$ cat src/rtl/sd_uart_pkg.sv
// Shared definitions for the SD host controller UART link: framing constants,
// command codes, framer state encoding and the checksum helper.
package sd_uart_pkg;

    localparam logic [7:0] START_BYTE        = 8'hA5;

    localparam logic [7:0] CMD_RESET         = 8'h20;
    localparam logic [7:0] CMD_STOP          = 8'h25;
    localparam logic [7:0] CMD_WRITE         = 8'h4A;
    localparam logic [7:0] CMD_READ          = 8'h7A;
    localparam logic [7:0] CMD_ERASE         = 8'hF0;
    localparam logic [7:0] CMD_GET_SD_INFO   = 8'h15;
    localparam logic [7:0] CMD_GET_CTRL_INFO = 8'h1B;

    typedef enum logic [2:0] {
        FS_IDLE       = 3'd0,
        FS_SEND_START = 3'd1,
        FS_SEND_CMD   = 3'd2,
        FS_SEND_LEN   = 3'd3,
        FS_SEND_DATA  = 3'd4,
        FS_SEND_CSUM  = 3'd5
    } framer_state_e;

    // Running frame checksum: plain XOR of every byte after the start byte.
    function automatic logic [7:0] csum_add(input logic [7:0] acc, input logic [7:0] b);
        return acc ^ b;
    endfunction

endpackage

$ cat src/rtl/sd_uart_resp_framer_if.sv
// Request/response and UART TX byte-port bundle between the command
// controller, the response framer and the UART transmitter.
interface sd_uart_resp_framer_if #(
    parameter int MAX_BYTES = 16,
    parameter int LEN_W     = $clog2(MAX_BYTES + 1)
);
    logic [1:0]             req;
    logic [7:0]             req0_cmd;
    logic [7:0]             req1_cmd;
    logic [LEN_W-1:0]       req0_len;
    logic [LEN_W-1:0]       req1_len;
    logic [8*MAX_BYTES-1:0] req0_data;
    logic [8*MAX_BYTES-1:0] req1_data;
    logic [1:0]             ack;
    logic                   tx_ready;
    logic                   tx_en;
    logic [7:0]             tx_data;
    logic                   busy;
    logic                   done;

    modport master (
        output req, req0_cmd, req1_cmd, req0_len, req1_len, req0_data, req1_data, tx_ready,
        input  ack, tx_en, tx_data, busy, done
    );

    modport slave (
        input  req, req0_cmd, req1_cmd, req0_len, req1_len, req0_data, req1_data, tx_ready,
        output ack, tx_en, tx_data, busy, done
    );
endinterface

$ cat src/rtl/sd_uart_rr_arb.sv
// Two-way round-robin arbiter: one-hot grant while enabled, ties go to the
// port that did not win last time. Port 0 wins the first tie after reset.
module sd_uart_rr_arb (
    input  logic       clk,
    input  logic       reset,
    input  logic [1:0] req,
    input  logic       grant_en,
    output logic [1:0] grant
);
    logic       last_r;
    logic [1:0] grant_s;

    // Pick a winner; a lone requester wins outright
    always_comb begin
        grant_s = 2'b00;
        if (grant_en) begin
            case (req)
                2'b01:   grant_s = 2'b01;
                2'b10:   grant_s = 2'b10;
                2'b11:   grant_s = last_r ? 2'b01 : 2'b10;
                default: grant_s = 2'b00;
            endcase
        end else begin
            grant_s = 2'b00;
        end
    end

    assign grant = grant_s;

    // Track the most recent winner for tie-breaking
    always_ff @(posedge clk) begin
        if (reset) begin
            last_r <= 1'b1;
        end else if (grant_s != 2'b00) begin
            last_r <= grant_s[1];
        end else begin
            last_r <= last_r;
        end
    end

endmodule

$ cat src/rtl/sd_uart_resp_framer.sv
// UART response framer: arbitrates two requesters and emits
// A5, cmd, len, payload MSB-first, XOR checksum over the TX byte port.
module sd_uart_resp_framer
    import sd_uart_pkg::*;
#(
    parameter int MAX_BYTES = 16,
    parameter int LEN_W     = $clog2(MAX_BYTES + 1)
) (
    input logic                  clk,
    input logic                  reset,
    sd_uart_resp_framer_if.slave bus
);
    localparam int DATA_W = 8 * MAX_BYTES;

    localparam logic [2:0] ST_IDLE       = FS_IDLE;
    localparam logic [2:0] ST_SEND_START = FS_SEND_START;
    localparam logic [2:0] ST_SEND_CMD   = FS_SEND_CMD;
    localparam logic [2:0] ST_SEND_LEN   = FS_SEND_LEN;
    localparam logic [2:0] ST_SEND_DATA  = FS_SEND_DATA;
    localparam logic [2:0] ST_SEND_CSUM  = FS_SEND_CSUM;

    localparam logic [LEN_W-1:0] LEN_MAX = LEN_W'(MAX_BYTES);
    localparam logic [LEN_W-1:0] LEN_ONE = LEN_W'(1'b1);

    logic [2:0]        state_r;
    logic [2:0]        state_s;
    logic [1:0]        grant_s;
    logic              grant_en_s;
    logic              xfer_s;
    logic              load_s;
    logic              shift_s;

    logic [7:0]        cmd_r;
    logic [LEN_W-1:0]  len_r;
    logic [DATA_W-1:0] data_r;
    logic [LEN_W-1:0]  idx_r;
    logic [LEN_W-1:0]  idx_s;
    logic [7:0]        csum_r;
    logic [7:0]        csum_s;

    logic [1:0]        ack_r;
    logic [1:0]        ack_s;
    logic              tx_en_r;
    logic              tx_en_s;
    logic [7:0]        tx_data_r;
    logic [7:0]        tx_data_s;
    logic              busy_r;
    logic              done_r;
    logic              done_s;

    logic [7:0]        cmd_sel_s;
    logic [LEN_W-1:0]  len_sel_s;
    logic [LEN_W-1:0]  len_clamp_s;
    logic [DATA_W-1:0] data_sel_s;
    logic [7:0]        len_byte_s;
    logic [7:0]        payload_s;
    logic [7:0]        csum_next_s;

    assign grant_en_s = (state_r == ST_IDLE);

    sd_uart_rr_arb u_arb (
        .clk      (clk),
        .reset    (reset),
        .req      (bus.req),
        .grant_en (grant_en_s),
        .grant    (grant_s)
    );

    assign cmd_sel_s   = grant_s[1] ? bus.req1_cmd  : bus.req0_cmd;
    assign len_sel_s   = grant_s[1] ? bus.req1_len  : bus.req0_len;
    assign data_sel_s  = grant_s[1] ? bus.req1_data : bus.req0_data;
    assign len_clamp_s = (len_sel_s > LEN_MAX) ? LEN_MAX : len_sel_s;

    assign xfer_s      = tx_en_r && bus.tx_ready;
    assign len_byte_s  = 8'(len_r);
    // Payload is shifted left as it goes out, so the next byte is always on top
    assign payload_s   = data_r[DATA_W-1 -: 8];
    assign csum_next_s = csum_add(csum_r, tx_data_r);

    // Next-state and next-output decode
    always_comb begin
        state_s   = state_r;
        ack_s     = 2'b00;
        tx_en_s   = tx_en_r;
        tx_data_s = tx_data_r;
        done_s    = 1'b0;
        csum_s    = csum_r;
        idx_s     = idx_r;
        load_s    = 1'b0;
        shift_s   = 1'b0;
        case (state_r)
            ST_IDLE: begin
                tx_en_s = 1'b0;
                if (grant_s != 2'b00) begin
                    ack_s   = grant_s;
                    load_s  = 1'b1;
                    csum_s  = 8'h00;
                    idx_s   = '0;
                    state_s = ST_SEND_START;
                end else begin
                    state_s = ST_IDLE;
                end
            end
            ST_SEND_START: begin
                // First cycle after the grant only raises tx_en with the start byte
                if (!tx_en_r) begin
                    tx_en_s   = 1'b1;
                    tx_data_s = START_BYTE;
                end else if (bus.tx_ready) begin
                    tx_data_s = cmd_r;
                    state_s   = ST_SEND_CMD;
                end else begin
                    state_s   = ST_SEND_START;
                end
            end
            ST_SEND_CMD: begin
                if (xfer_s) begin
                    csum_s    = csum_next_s;
                    tx_data_s = len_byte_s;
                    state_s   = ST_SEND_LEN;
                end else begin
                    state_s   = ST_SEND_CMD;
                end
            end
            ST_SEND_LEN: begin
                if (xfer_s) begin
                    csum_s = csum_next_s;
                    if (len_r != '0) begin
                        tx_data_s = payload_s;
                        shift_s   = 1'b1;
                        state_s   = ST_SEND_DATA;
                    end else begin
                        tx_data_s = csum_next_s;
                        state_s   = ST_SEND_CSUM;
                    end
                end else begin
                    state_s = ST_SEND_LEN;
                end
            end
            ST_SEND_DATA: begin
                if (xfer_s) begin
                    csum_s = csum_next_s;
                    if (idx_r == (len_r - LEN_ONE)) begin
                        tx_data_s = csum_next_s;
                        state_s   = ST_SEND_CSUM;
                    end else begin
                        tx_data_s = payload_s;
                        shift_s   = 1'b1;
                        idx_s     = idx_r + LEN_ONE;
                        state_s   = ST_SEND_DATA;
                    end
                end else begin
                    state_s = ST_SEND_DATA;
                end
            end
            ST_SEND_CSUM: begin
                if (xfer_s) begin
                    tx_en_s = 1'b0;
                    done_s  = 1'b1;
                    state_s = ST_IDLE;
                end else begin
                    state_s = ST_SEND_CSUM;
                end
            end
            default: begin
                tx_en_s = 1'b0;
                state_s = ST_IDLE;
            end
        endcase
    end

    // Frame state and registered outputs
    always_ff @(posedge clk) begin
        if (reset) begin
            state_r   <= ST_IDLE;
            ack_r     <= 2'b00;
            tx_en_r   <= 1'b0;
            tx_data_r <= 8'h00;
            busy_r    <= 1'b0;
            done_r    <= 1'b0;
            csum_r    <= 8'h00;
            idx_r     <= '0;
        end else begin
            state_r   <= state_s;
            ack_r     <= ack_s;
            tx_en_r   <= tx_en_s;
            tx_data_r <= tx_data_s;
            busy_r    <= (state_s != ST_IDLE);
            done_r    <= done_s;
            csum_r    <= csum_s;
            idx_r     <= idx_s;
        end
    end

    // Captured request fields; payload register doubles as the output shifter
    always_ff @(posedge clk) begin
        if (reset) begin
            cmd_r  <= 8'h00;
            len_r  <= '0;
            data_r <= '0;
        end else if (load_s) begin
            cmd_r  <= cmd_sel_s;
            len_r  <= len_clamp_s;
            data_r <= data_sel_s;
        end else if (shift_s) begin
            cmd_r  <= cmd_r;
            len_r  <= len_r;
            data_r <= {data_r[DATA_W-9:0], 8'h00};
        end else begin
            cmd_r  <= cmd_r;
            len_r  <= len_r;
            data_r <= data_r;
        end
    end

    assign bus.ack     = ack_r;
    assign bus.tx_en   = tx_en_r;
    assign bus.tx_data = tx_data_r;
    assign bus.busy    = busy_r;
    assign bus.done    = done_r;

endmodule

$ cat src/flat_wrapper.sv
// flat-port wrapper written by rule: the top's interface ports become plain ports
module sd_uart_resp_framer_flat import sd_uart_pkg::*;
#(
    parameter int MAX_BYTES = 16,
    parameter int LEN_W     = $clog2(MAX_BYTES + 1)
)
  (clk, reset, bus_req, bus_req0_cmd, bus_req1_cmd, bus_req0_len, bus_req1_len, bus_req0_data, bus_req1_data, bus_tx_ready, bus_ack, bus_tx_en, bus_tx_data, bus_busy, bus_done);
  sd_uart_resp_framer_if #(.MAX_BYTES(MAX_BYTES), .LEN_W(LEN_W)) bus_i ();
  input logic clk;
  input logic reset;
  input wire logic [$bits(bus_i.req)-1:0] bus_req;
  input wire logic [$bits(bus_i.req0_cmd)-1:0] bus_req0_cmd;
  input wire logic [$bits(bus_i.req1_cmd)-1:0] bus_req1_cmd;
  input wire logic [$bits(bus_i.req0_len)-1:0] bus_req0_len;
  input wire logic [$bits(bus_i.req1_len)-1:0] bus_req1_len;
  input wire logic [$bits(bus_i.req0_data)-1:0] bus_req0_data;
  input wire logic [$bits(bus_i.req1_data)-1:0] bus_req1_data;
  input wire logic [$bits(bus_i.tx_ready)-1:0] bus_tx_ready;
  output wire logic [$bits(bus_i.ack)-1:0] bus_ack;
  output wire logic [$bits(bus_i.tx_en)-1:0] bus_tx_en;
  output wire logic [$bits(bus_i.tx_data)-1:0] bus_tx_data;
  output wire logic [$bits(bus_i.busy)-1:0] bus_busy;
  output wire logic [$bits(bus_i.done)-1:0] bus_done;
  assign bus_i.req = bus_req;
  assign bus_i.req0_cmd = bus_req0_cmd;
  assign bus_i.req1_cmd = bus_req1_cmd;
  assign bus_i.req0_len = bus_req0_len;
  assign bus_i.req1_len = bus_req1_len;
  assign bus_i.req0_data = bus_req0_data;
  assign bus_i.req1_data = bus_req1_data;
  assign bus_i.tx_ready = bus_tx_ready;
  assign bus_ack = bus_i.ack;
  assign bus_tx_en = bus_i.tx_en;
  assign bus_tx_data = bus_i.tx_data;
  assign bus_busy = bus_i.busy;
  assign bus_done = bus_i.done;
  sd_uart_resp_framer #(.MAX_BYTES(MAX_BYTES), .LEN_W(LEN_W)) u_core (.clk(clk), .reset(reset), .bus(bus_i));
endmodule
$ cat config.mk
export PLATFORM = sky130hd
export DESIGN_NAME = sd_uart_resp_framer_flat
export DESIGN_NICKNAME = d
export VERILOG_FILES = /design/src/rtl/sd_uart_pkg.sv /design/src/rtl/sd_uart_resp_framer_if.sv /design/src/rtl/sd_uart_rr_arb.sv /design/src/rtl/sd_uart_resp_framer.sv /design/src/flat_wrapper.sv
export SDC_FILE = /design/constraint.sdc
export NUM_CORES = 1
export LEC_CHECK = 0
export CORE_UTILIZATION = 45
export CTS_CLUSTER_DIAMETER = 40
export CTS_CLUSTER_SIZE = 24
export DETAILED_ROUTE_END_ITERATION = 8
export PLACE_DENSITY = 0.81
export SYNTH_ARGS = -nofsm -noshare
export SYNTH_HDL_FRONTEND = slang
export SYNTH_HIERARCHICAL = 1
export SYNTH_SLANG_ARGS = --single-unit
$ cat constraint.sdc
create_clock -name clk -period 3.3 [get_ports clk]
set_clock_uncertainty 0.15 [all_clocks]
set_input_delay 0.66 -clock clk [delete_from_list [all_inputs] [get_ports clk]]
set_output_delay 0.66 -clock clk [all_outputs]
set_load 0.01 [all_outputs]
==> results.md <==
- Status: finished clean
- Mean area per synthesized cell: 8.63 µm²
- Chip Width: 151 µm
- Synth area leaders: dfxtp_1 (34%), a211oi_2 (14%), a211oi_1 (10%)
- Total power per unit cell area: 503 nW/µm²
- ANT nets after route: 0
- Max-slew headroom at the worst pin: 0.503
- Primary FF master, synth: dfxtp_1
- Number of CTS-inserted buffers: 17
- PostCTS Resize Cnt: 0
- Critical Path RT: 3470 ps
- Global-route wire length before repair: 44300 µm
- Post-synthesis cell count: 1159
- Clock tree from TritonCTS: yes
- Leading area contributor after synthesis: dfxtp_1
- Type of destination of the critical path: register
- Sequential share of the synthesized area: 0.342
- Tmin final: 2940 ps
- Reg2reg setup slack: 360 ps
- RSZ-0062 raised after global routing: no
- Worst hold path type: reg -> reg
- Initial core utilization: 0.458
- IO Port Bufs: 299
- Gr usage total: 0.250
- Sink Count: 171
- Max Clock Freq: 0.340 GHz
- Top cells by count, synth: dfxtp_1 (171), a211oi_1 (138), nand2_1 (130)
- Crit path launch type: register
- Drt drc: 0
- Final Util: 0.635
- Initial antenna violation count: 0
- CTS Root Cell: clkbuf_16
- Worst-path maximum fanout: 70
- Area growth syn-to-layout: 38.4%
- H-tree depth: 4
- Crit-path slowest cell: dfxtp_1
- Pleak: 4.60 nW
- Total Wirelength: 29000 µm
- Setup Fix Bufs, Post-CTS: 0
- Io pins: 300
- Async S/R FF share, synth: 0
- Count of final setup violators: 0
- Final worst path period share: 0.891
- Hpwl dp: 21300 µm
- Syn Std Cell Area: 10000 µm²
- Largest net degree at the start of global routing: 93
- EDFF count, synth: 0
- Syn Nets: 1448
- Final hold viol count: 0
- Critical Path, Cell by Cell: inv_1, ha_1, o21ba_2, a22oi_1, o211ai_2, a21boi_4, buf_12, a21oi_1, a211oi_1
- Final TNS setup: 0 ps
- Vias in the first global route: 8853
- Top-count cell post-synth: dfxtp_1
- Vias per std cell: 5.60
- # hold bufs at CTS: 0
- Largest stage delay, worst path: 440 ps
- Die Ht: 151 µm
- CTS max path bufs: 2
- Grt ovf: 0
- Maxcap violations: 0
- DRT Pass-1 Iters: 5
- Reg clk slew, reported paths: 70 ps
- Worst Path Arrival: 3110 ps
- Design area: 13800 µm²
- DR iter-0 viols: 477
- Core Area: 21800 µm²
- Netlist cell types: 59
- Post-DP Area: 13200 µm²
- Nets: 1684
- Worst vdd ir: 0.264 mV
- Actual slew at the worst max-slew pin: 746 ps
- Vias post-DR: 9460
- Flops & latches, synth: 171
- Row Count: 54
- WL/cell: 17.2 µm
- CP Class: reg -> reg
- Die area: 22800 µm²
- Share of layout cells above drive strength 1: 0.158
- Final GP Congestion: 0.931
- Top-area cell type share of the netlist area: 0.342
- Slew Viols, Final: 0
- Skew-Pair Late Insertion Delay: 430 ps
- Yosys Warn Count: 6
-- layout make-up --
class | instances | area (µm²)
fillers | 1827 | 7980
clock inverters | 10 | 141
diodes | 1 | 2.50
flip-flops and latches | 171 | 3420
multi-input cells | 867 | 6040
clock buffers | 22 | 464
repair buffers | 332 | 3410
inverters | 6 | 22.5
well taps | 280 | 350
-- layout by cell type, fill, tap and decap left out, types with 9 or more instances in the layout --
cell,n
clkdlybuf4s50_1,298
dfxtp_1,171
a211oi_1,138
nand2_1,130
nor2b_1,124
a211oi_2,114
a21oi_1,113
nor2_1,59
a21oi_2,28
buf_4,20
mux2i_1,18
clkbuf_16,17
o21ai_0,16
nor3_1,15
buf_12,13
xor2_1,11
a31oi_1,11
nand3_1,9
-- report_power, final --
group | switching (mW) | internal (mW) | total [mW] | leakage (nW)
sequential | 0.250 | 2.42 | 2.67 | 1.41
clock | 0.827 | 1.23 | 2.06 | 0.290
combinational | 1.12 | 1.12 | 2.24 | 2.90
-- stage by stage --
stage	setup WS [ps]	std cells	power, mW	hold WS, ps
6_report	361	1689	6.97	317
5_1_grt	221	1688	7.33	335
4_1_cts	381	1688	7.00	321
3_5_place_dp	285	1656	4.94	309
3_3_place_gp	360	1656	4.87	303
2_1_floorplan	607	1159	4.11	291
-- cell families after synthesis --
family,after synthesis,synth area share
adder cells (fa/ha/maj),2,0.00250
flip-flops,171,0.342
buffers and inverters,121,0.0586
XOR/XNOR,15,0.0131
AO/OA/AOI/OAI,464,0.380
multiplexers,22,0.0225
AND/OR/NAND/NOR,364,0.182
-- final timing paths --
kind,from,end,cells after the start
worst max-delay path,u_core/len_r[0],u_core/data_r[73],9
worst min-delay path,u_core/data_r[14],u_core/data_r[22],2
worst max register to register,u_core/len_r[0],u_core/data_r[73],9
worst min register to register,u_core/data_r[14],u_core/data_r[22],2
-- critical path: cells and delay by family, from the launching register on --
| kind | cells | cell delay [ps] |
|---|---|---|
| AO/OA/AOI/OAI | 6 | 1540 |
| flip-flops | 1 | 440 |
| adder cells (fa/ha/maj) | 1 | 270 |
| buffers and inverters | 2 | 410 |
-- state kept, by name, summed over array words and instances (netlist names) --
register / flops
u_core/bus.ack: 2
u_core/bus.busy: 1
u_core/bus.done: 1
u_core/bus.tx_data: 8
u_core/bus.tx_en: 1
u_core/cmd_r: 8
u_core/csum_r: 8
u_core/data_r: 128
u_core/idx_r: 5
u_core/len_r: 5
u_core/state_r: 3
u_core/u_arb/last_r: 1
-- per-layer routing --
metal / up-vias / part of all wire / wire length, µm / GRT usage
li1: 4741 / - / - / -
met1: 4395 / 0.41 / 11800 / 0.287
met2: 295 / 0.52 / 15000 / 0.461
met3: 29 / 0.057 / 1660 / 0.0479
met4: 0 / 0.018 / 528 / 0.0815
met5: - / 0 / 0 / 0
Power figures use the tool's default switching activity.
